File: config.mk
export PLATFORM = sky130hd
export DESIGN_NAME = pulse_period_meter
export DESIGN_NICKNAME = d
export VERILOG_FILES = /design/src/rtl/sdr_meas_pkg.sv /design/src/rtl/pulse_sync_edge.sv /design/src/rtl/pulse_period_meter.sv
export SDC_FILE = /design/constraint.sdc
export NUM_CORES = 1
export LEC_CHECK = 0
export CAP_MARGIN = 20
export CORE_MARGIN = 2
export CORE_UTILIZATION = 53
export CTS_BUF_LIST = sky130_fd_sc_hd__clkbuf_16
export DETAILED_ROUTE_END_ITERATION = 12
export PLACE_DENSITY_LB_ADDON = 0.12
export SLEW_MARGIN = 20
export SYNTH_ARGS = -nofsm -noshare
export SYNTH_HDL_FRONTEND = slang
export SYNTH_SLANG_ARGS = --single-unit
File: constraint.sdc
create_clock -name clk -period 3.6 [get_ports clk]
set_input_delay 0.36 -clock clk [delete_from_list [all_inputs] [get_ports clk]]
set_output_delay 0.36 -clock clk [all_outputs]
set_load 0.05 [all_outputs]
File: src/rtl/sdr_meas_pkg.sv
// Shared constants and FSM state type for the sample-domain measurement blocks.
package sdr_meas_pkg;

  localparam int unsigned INT_W_DEF  = 10;
  localparam int unsigned FRAC_W_DEF = 22;
  localparam int unsigned T_W        = 18;

  typedef enum logic [1:0] {
    StIdle,
    StArm,
    StMeasure,
    StDone
  } meas_state_e;

endpackage

File: src/rtl/pulse_sync_edge.sv
// Two-flop synchronizer for an asynchronous pulse train plus rising-edge detect.
module pulse_sync_edge (
  input  logic clk,
  input  logic rst,
  input  logic pulse_in,
  output logic rise
);

  logic s1_q, s2_q, s3_q;

  always_ff @(posedge clk) begin
    if (rst) begin
      s1_q <= 1'b0;
      s2_q <= 1'b0;
      s3_q <= 1'b0;
    end else begin
      s1_q <= pulse_in;
      s2_q <= s1_q;
      s3_q <= s2_q;
    end
  end

  assign rise = s2_q & ~s3_q;

endmodule

File: src/rtl/pulse_period_meter.sv
// Measures the mean interval between rising edges of pulse_in over 2^avg_log2 intervals,
// reporting it as an integer/fractional cycle count.
module pulse_period_meter
  import sdr_meas_pkg::*;
#(
  parameter int unsigned INT_W        = INT_W_DEF,
  parameter int unsigned FRAC_W       = FRAC_W_DEF,
  parameter int unsigned AVG_MAX_LOG2 = 7
) (
  input  logic              clk,
  input  logic              rst,
  input  logic              pulse_in,
  input  logic              start,
  input  logic              cont,
  input  logic [2:0]        avg_log2,
  output logic [INT_W-1:0]  period_int,
  output logic [FRAC_W-1:0] period_frac,
  output logic              valid,
  output logic              busy,
  output logic              err
);

  localparam int unsigned I_W = INT_W + 1;
  localparam int unsigned E_W = AVG_MAX_LOG2 + 1;

  logic rise;

  pulse_sync_edge u_sync (
    .clk      (clk),
    .rst      (rst),
    .pulse_in (pulse_in),
    .rise     (rise)
  );

  meas_state_e       state_q, state_d;
  logic [2:0]        avg_q, avg_d;
  logic [T_W-1:0]    t_q, t_d;
  logic [I_W-1:0]    i_q, i_d;
  logic [E_W-1:0]    e_q, e_d;
  logic [INT_W-1:0]  pint_q, pint_d;
  logic [FRAC_W-1:0] pfrac_q, pfrac_d;
  logic              valid_q, valid_d;
  logic              err_q, err_d;

  logic [T_W-1:0]    t_cap, int_full, rem_mask;
  logic [FRAC_W-1:0] frac_val;
  logic [E_W-1:0]    n_target;
  logic              ovf;

  // T including the cycle of the terminating edge.
  always_comb begin
    t_cap    = t_q + T_W'(1);
    int_full = t_cap >> avg_q;
    rem_mask = ~({T_W{1'b1}} << avg_q);
    frac_val = FRAC_W'(t_cap & rem_mask) << (FRAC_W - 32'(avg_q));
    ovf      = (int_full >> INT_W) != '0;
    n_target = E_W'(1) << avg_q;
  end

  always_comb begin
    state_d = state_q;
    avg_d   = avg_q;
    t_d     = t_q;
    i_d     = i_q;
    e_d     = e_q;
    pint_d  = pint_q;
    pfrac_d = pfrac_q;
    valid_d = 1'b0;
    err_d   = err_q;
    unique case (state_q)
      StIdle: begin
        if (start) begin
          avg_d   = (32'(avg_log2) > AVG_MAX_LOG2) ? 3'(AVG_MAX_LOG2) : avg_log2;
          err_d   = 1'b0;
          state_d = StArm;
        end
      end
      StArm: begin
        if (rise) begin
          t_d     = '0;
          i_d     = '0;
          e_d     = '0;
          state_d = StMeasure;
        end
      end
      StMeasure, StDone: begin
        t_d = t_q + T_W'(1);
        i_d = rise ? I_W'(1) : i_q + I_W'(1);
        if (state_q == StDone) begin
          // The terminating edge already re-armed the counters, so no interval is lost.
          state_d = cont ? StMeasure : StIdle;
        end else if (rise) begin
          e_d = e_q + E_W'(1);
          if (e_d == n_target) begin
            if (ovf) begin
              err_d   = 1'b1;
              state_d = StIdle;
            end else begin
              pint_d  = int_full[INT_W-1:0];
              pfrac_d = frac_val;
              valid_d = 1'b1;
              state_d = StDone;
            end
            t_d = '0;
            i_d = '0;
            e_d = '0;
          end
        end else if (i_q[INT_W]) begin
          err_d   = 1'b1;
          state_d = StIdle;
        end
      end
    endcase
  end

  always_ff @(posedge clk) begin
    if (rst) begin
      state_q <= StIdle;
      avg_q   <= '0;
      t_q     <= '0;
      i_q     <= '0;
      e_q     <= '0;
      pint_q  <= '0;
      pfrac_q <= '0;
      valid_q <= 1'b0;
      err_q   <= 1'b0;
    end else begin
      state_q <= state_d;
      avg_q   <= avg_d;
      t_q     <= t_d;
      i_q     <= i_d;
      e_q     <= e_d;
      pint_q  <= pint_d;
      pfrac_q <= pfrac_d;
      valid_q <= valid_d;
      err_q   <= err_d;
    end
  end

  assign period_int  = pint_q;
  assign period_frac = pfrac_q;
  assign valid       = valid_q;
  assign err         = err_q;
  assign busy        = (state_q == StArm) || (state_q == StMeasure);

endmodule
==> flow_summary.json <==
{
  "post-cts-setup-buffers": 0,
  "worst_setup_sp": "t_q[0]",
  "syn-instance-count": 664,
  "mostFrequentLayoutCell": "sky130_fd_sc_hd__nand2_1",
  "stdcell_area_um2": 6060,
  "drt-total-wl_um": 13500,
  "detail_route.wl_per_cell_um": 16.4,
  "final_hold_viol_count": 0,
  "power.density_cell_area_nw_per_um2": 422,
  "fin_skew_ns": 0.00880,
  "crit_path_dat_ns": 3.59,
  "holdWs_ns": 0.456,
  "slew-limit-headroom_pct": 43.0,
  "power.share.sequential_pct": 36.5,
  "synth_nets": 687,
  "die_width_um": 104,
  "drt_first_iter_violations": 326,
  "yosysWarnings": 0,
  "starting_density_of_the_core_pct": 54.2,
  "dpl_cell_area_um2": 5780,
  "min_path_type": "reg -> reg",
  "mappedNetlistArea_um2": 5270,
  "tritoncts": "done",
  "power.share.combinational_pct": 31.0,
  "critical_path_required_ns": 3.83,
  "layout.cells.most_common_list": "sky130_fd_sc_hd__nand2_1, sky130_fd_sc_hd__dfxtp_1, sky130_fd_sc_hd__nor2_1, sky130_fd_sc_hd__clkdlybuf4s50_1, sky130_fd_sc_hd__a21oi_1",
  "asyncSetResetFlopFracSynth_pct": 0,
  "antenna-diode-count": 0,
  "synth_enable_flop_cells": 0,
  "postSynthRegisterBits": 79,
  "gp_congestion": 0.913,
  "finished_core_util_pct": 62.3,
  "clk_transition_reported_paths_ns": 0.06,
  "synth_compound_gate_area_share_pct": 20.4,
  "overflow": 0,
  "layout_setup_ws_ns": 0.245,
  "die_height_um": 104,
  "cts_sinks": 79,
  "fin_nets": 710,
  "die_area_um2": 10800,
  "filler_cell_count": 877,
  "synth_cell_types": 70,
  "crit-reg2reg-launch": "t_q[0]",
  "drt_drc_violations_left": 0,
  "number_of_global_route_vias_before_repair": 4484,
  "vias": 5056,
  "post_cts_hold_buffer_count": 0,
  "place.port_buffers": 42,
  "synth_ff_type": "sky130_fd_sc_hd__dfxtp_1",
  "antenna_violating_nets_post_route": 0,
  "power_leakage_nw": 2.20,
  "areaGrowthSynthToFinish_pct": 15.0,
  "clk_path_buf_depth": 2,
  "drv_slew": 0,
  "core_area_um2": 9730,
  "path_max_fanout": 10,
  "synth_mux_area_share_pct": 10.5,
  "seq_area_frac_synth_pct": 30.0,
  "design_power_total_mw": 2.56,
  "netlist_top_cells_area": "sky130_fd_sc_hd__dfxtp_1, sky130_fd_sc_hd__nand2_1, sky130_fd_sc_hd__mux2i_1, sky130_fd_sc_hd__nor2_1, sky130_fd_sc_hd__ha_1",
  "holdCritStartpoint": "u_sync.s1_q",
  "clkLatencyLatePin_ns": 0.34,
  "simple_gate_fraction_of_synth_area_pct": 26.6,
  "synth_area_per_cell_um2": 7.94,
  "ios": 43,
  "synth-xor-area-share_pct": 4.41,
  "total_switching_power_mw": 0.938,
  "max_clock_freq_mhz": 298,
  "fraction_of_power_consumed_by_the_clock_network_pct": 32.5,
  "worst_pin_slew_ns": 0.851,
  "timing.max_cap.violations": 0,
  "final_period_util_pct": 93.2,
  "cts.htree.levels": 3,
  "cts_made_buffers": 9,
  "synthDominantCellAreaShare_pct": 30.0,
  "power.switching_fraction_pct": 36.7,
  "grt_start_max_net_pins": 36,
  "detailedPlace.worstSlack_ns": 0.249,
  "grt_util_all_layers_pct": 25.0,
  "antenna_found_initial": 0,
  "outcome": "finished, final reports clean",
  "synth-adder-area-share_pct": 3.56,
  "end_kind": "flop",
  "dp.final_hpwl_um": 9680,
  "clk_root_buffer_cell": "sky130_fd_sc_hd__clkbuf_16",
  "grt_first_pass_wirelength_um": 22300,
  "placement_rows": 36,
  "synth_largest_area_cell": "sky130_fd_sc_hd__dfxtp_1",
  "setup_viols_final": 0,
  "worst_setup_path_class": "reg -> reg",
  "ir_drop_mv": 0.232,
  "share_of_layout_cells_above_drive_strength_1_pct": 8.82,
  "largest_family_of_logic_cells_by_synthesized_area": "simple AND/OR/NAND/NOR gates",
  "detailed_routing_iterations_pass_1": 5,
  "internal_mw": 1.62,
  "cp-start-kind": "flop",
  "avgViaCountPerCell": 6.13,
  "layout_min_cycle_time_ns": 3.35
}
==> final timing paths <==
path                                       end  cells past startpoint  slack (ns)
worst max-delay path            period_frac[7]                      9        0.25
worst min-delay path               u_sync.s2_q                      1        0.46
worst max register to register  period_frac[7]                      9        0.25
worst min register to register     u_sync.s2_q                      1        0.46
==> kinds of logic (layout without fill, tap and decap cells) <==
logic type,count (synthesis),after routing
and+or+nand+nor,282,283
xor gates and xnor gates,25,25
buffers and inverters,60,87
muxes,46,46
DFF,79,79
adders and majority gates,15,15
AOI/OAI and AO/OA,157,157
==> cell usage after synthesis, types with 5 or more instances <==
cell type,instances
sky130_fd_sc_hd__a31oi_1,10
sky130_fd_sc_hd__nor3_1,29
sky130_fd_sc_hd__xor2_1,9
sky130_fd_sc_hd__mux2i_1,27
sky130_fd_sc_hd__a22oi_1,7
sky130_fd_sc_hd__nor2b_1,14
sky130_fd_sc_hd__nand3_1,32
sky130_fd_sc_hd__a211oi_1,10
sky130_fd_sc_hd__nand2_1,85
sky130_fd_sc_hd__xnor2_1,15
sky130_fd_sc_hd__or3_1,8
sky130_fd_sc_hd__o311ai_0,7
sky130_fd_sc_hd__o22ai_1,5
sky130_fd_sc_hd__o21ai_0,24
sky130_fd_sc_hd__mux2_2,13
sky130_fd_sc_hd__ha_1,15
sky130_fd_sc_hd__and3_1,11
sky130_fd_sc_hd__clkbuf_1,34
sky130_fd_sc_hd__o31ai_1,5
sky130_fd_sc_hd__a21o_1,7
sky130_fd_sc_hd__dfxtp_1,79
sky130_fd_sc_hd__and4_1,6
sky130_fd_sc_hd__o211ai_1,7
sky130_fd_sc_hd__o41ai_1,5
sky130_fd_sc_hd__nand4_1,14
sky130_fd_sc_hd__a311oi_1,5
sky130_fd_sc_hd__inv_1,11
sky130_fd_sc_hd__nand3b_1,5
sky130_fd_sc_hd__o21a_1,5
sky130_fd_sc_hd__mux4_2,6
sky130_fd_sc_hd__a21oi_1,34
sky130_fd_sc_hd__buf_1,6
sky130_fd_sc_hd__nor2_1,56
==> per-layer routing <==
metal	track usage, %	up-vias	wire length [µm]	part of all wire [%]
met4	7.43	0	191	1.4
met5	0	-	0	0
met3	2.77	18	714	5.3
met1	35.2	2360	6190	46
li1	-	2503	-	-
met2	40.5	175	6400	47
==> timing repair <==
action                     in CTS  in global routing
setup endpoints to repair       0                 18
resized for setup               0                  2
hold endpoints to repair        0                  0
==> layout make-up <==
cell class	instances	area (µm²)	area share (%)
well taps	133	166	2.75
multi-input cells	526	3470	57.2
clock inverters	7	41.3	0.681
clock buffers	9	225	3.72
repair buffers	57	528	8.71
inverters	14	52.6	0.867
flip-flops and latches	79	1580	26.1
==> stage by stage <==
step | instances | setup TNS (ns)
3_5_place_dp | 808 | 0
6_report | 825 | 0
3_3_place_gp | 808 | 0
2_1_floorplan | 664 | 0
4_1_cts | 824 | 0
5_1_grt | 825 | -0.00511
==> power by group through the flow <==
stage | logic [mW] | clock network [mW] | registers, mW
after global placement | 0.774 | 0 | 0.950
after CTS | 0.786 | 0.844 | 0.932
after floorplan | 0.591 | 0 | 0.947
after detailed placement | 0.782 | 0 | 0.951
after global routing | 0.875 | 0.885 | 0.937
final | 0.794 | 0.831 | 0.933
==> flip-flops by register name, summed over array words and instances, names as in the netlist <==
name,flops
state_q,2
u_sync.s3_q,1
err,1
i_q,11
e_q,8
avg_q,3
u_sync.s2_q,1
valid,1
u_sync.s1_q,1
period_int,10
period_frac,22
t_q,18
==> worst max-delay path, stage by stage, from the launching register on <==
cell and delay (ns):
sky130_fd_sc_hd__dfxtp_1 0.46, sky130_fd_sc_hd__ha_1 0.34, sky130_fd_sc_hd__and4_1 0.25, sky130_fd_sc_hd__nand4_1 0.24
sky130_fd_sc_hd__o21ai_1 0.33, sky130_fd_sc_hd__a21oi_1 0.11, sky130_fd_sc_hd__o211ai_1 0.26, sky130_fd_sc_hd__and2_0 0.47
sky130_fd_sc_hd__nand3_2 0.39, sky130_fd_sc_hd__mux2_2 0.38
(Power assumes the default switching activity.)
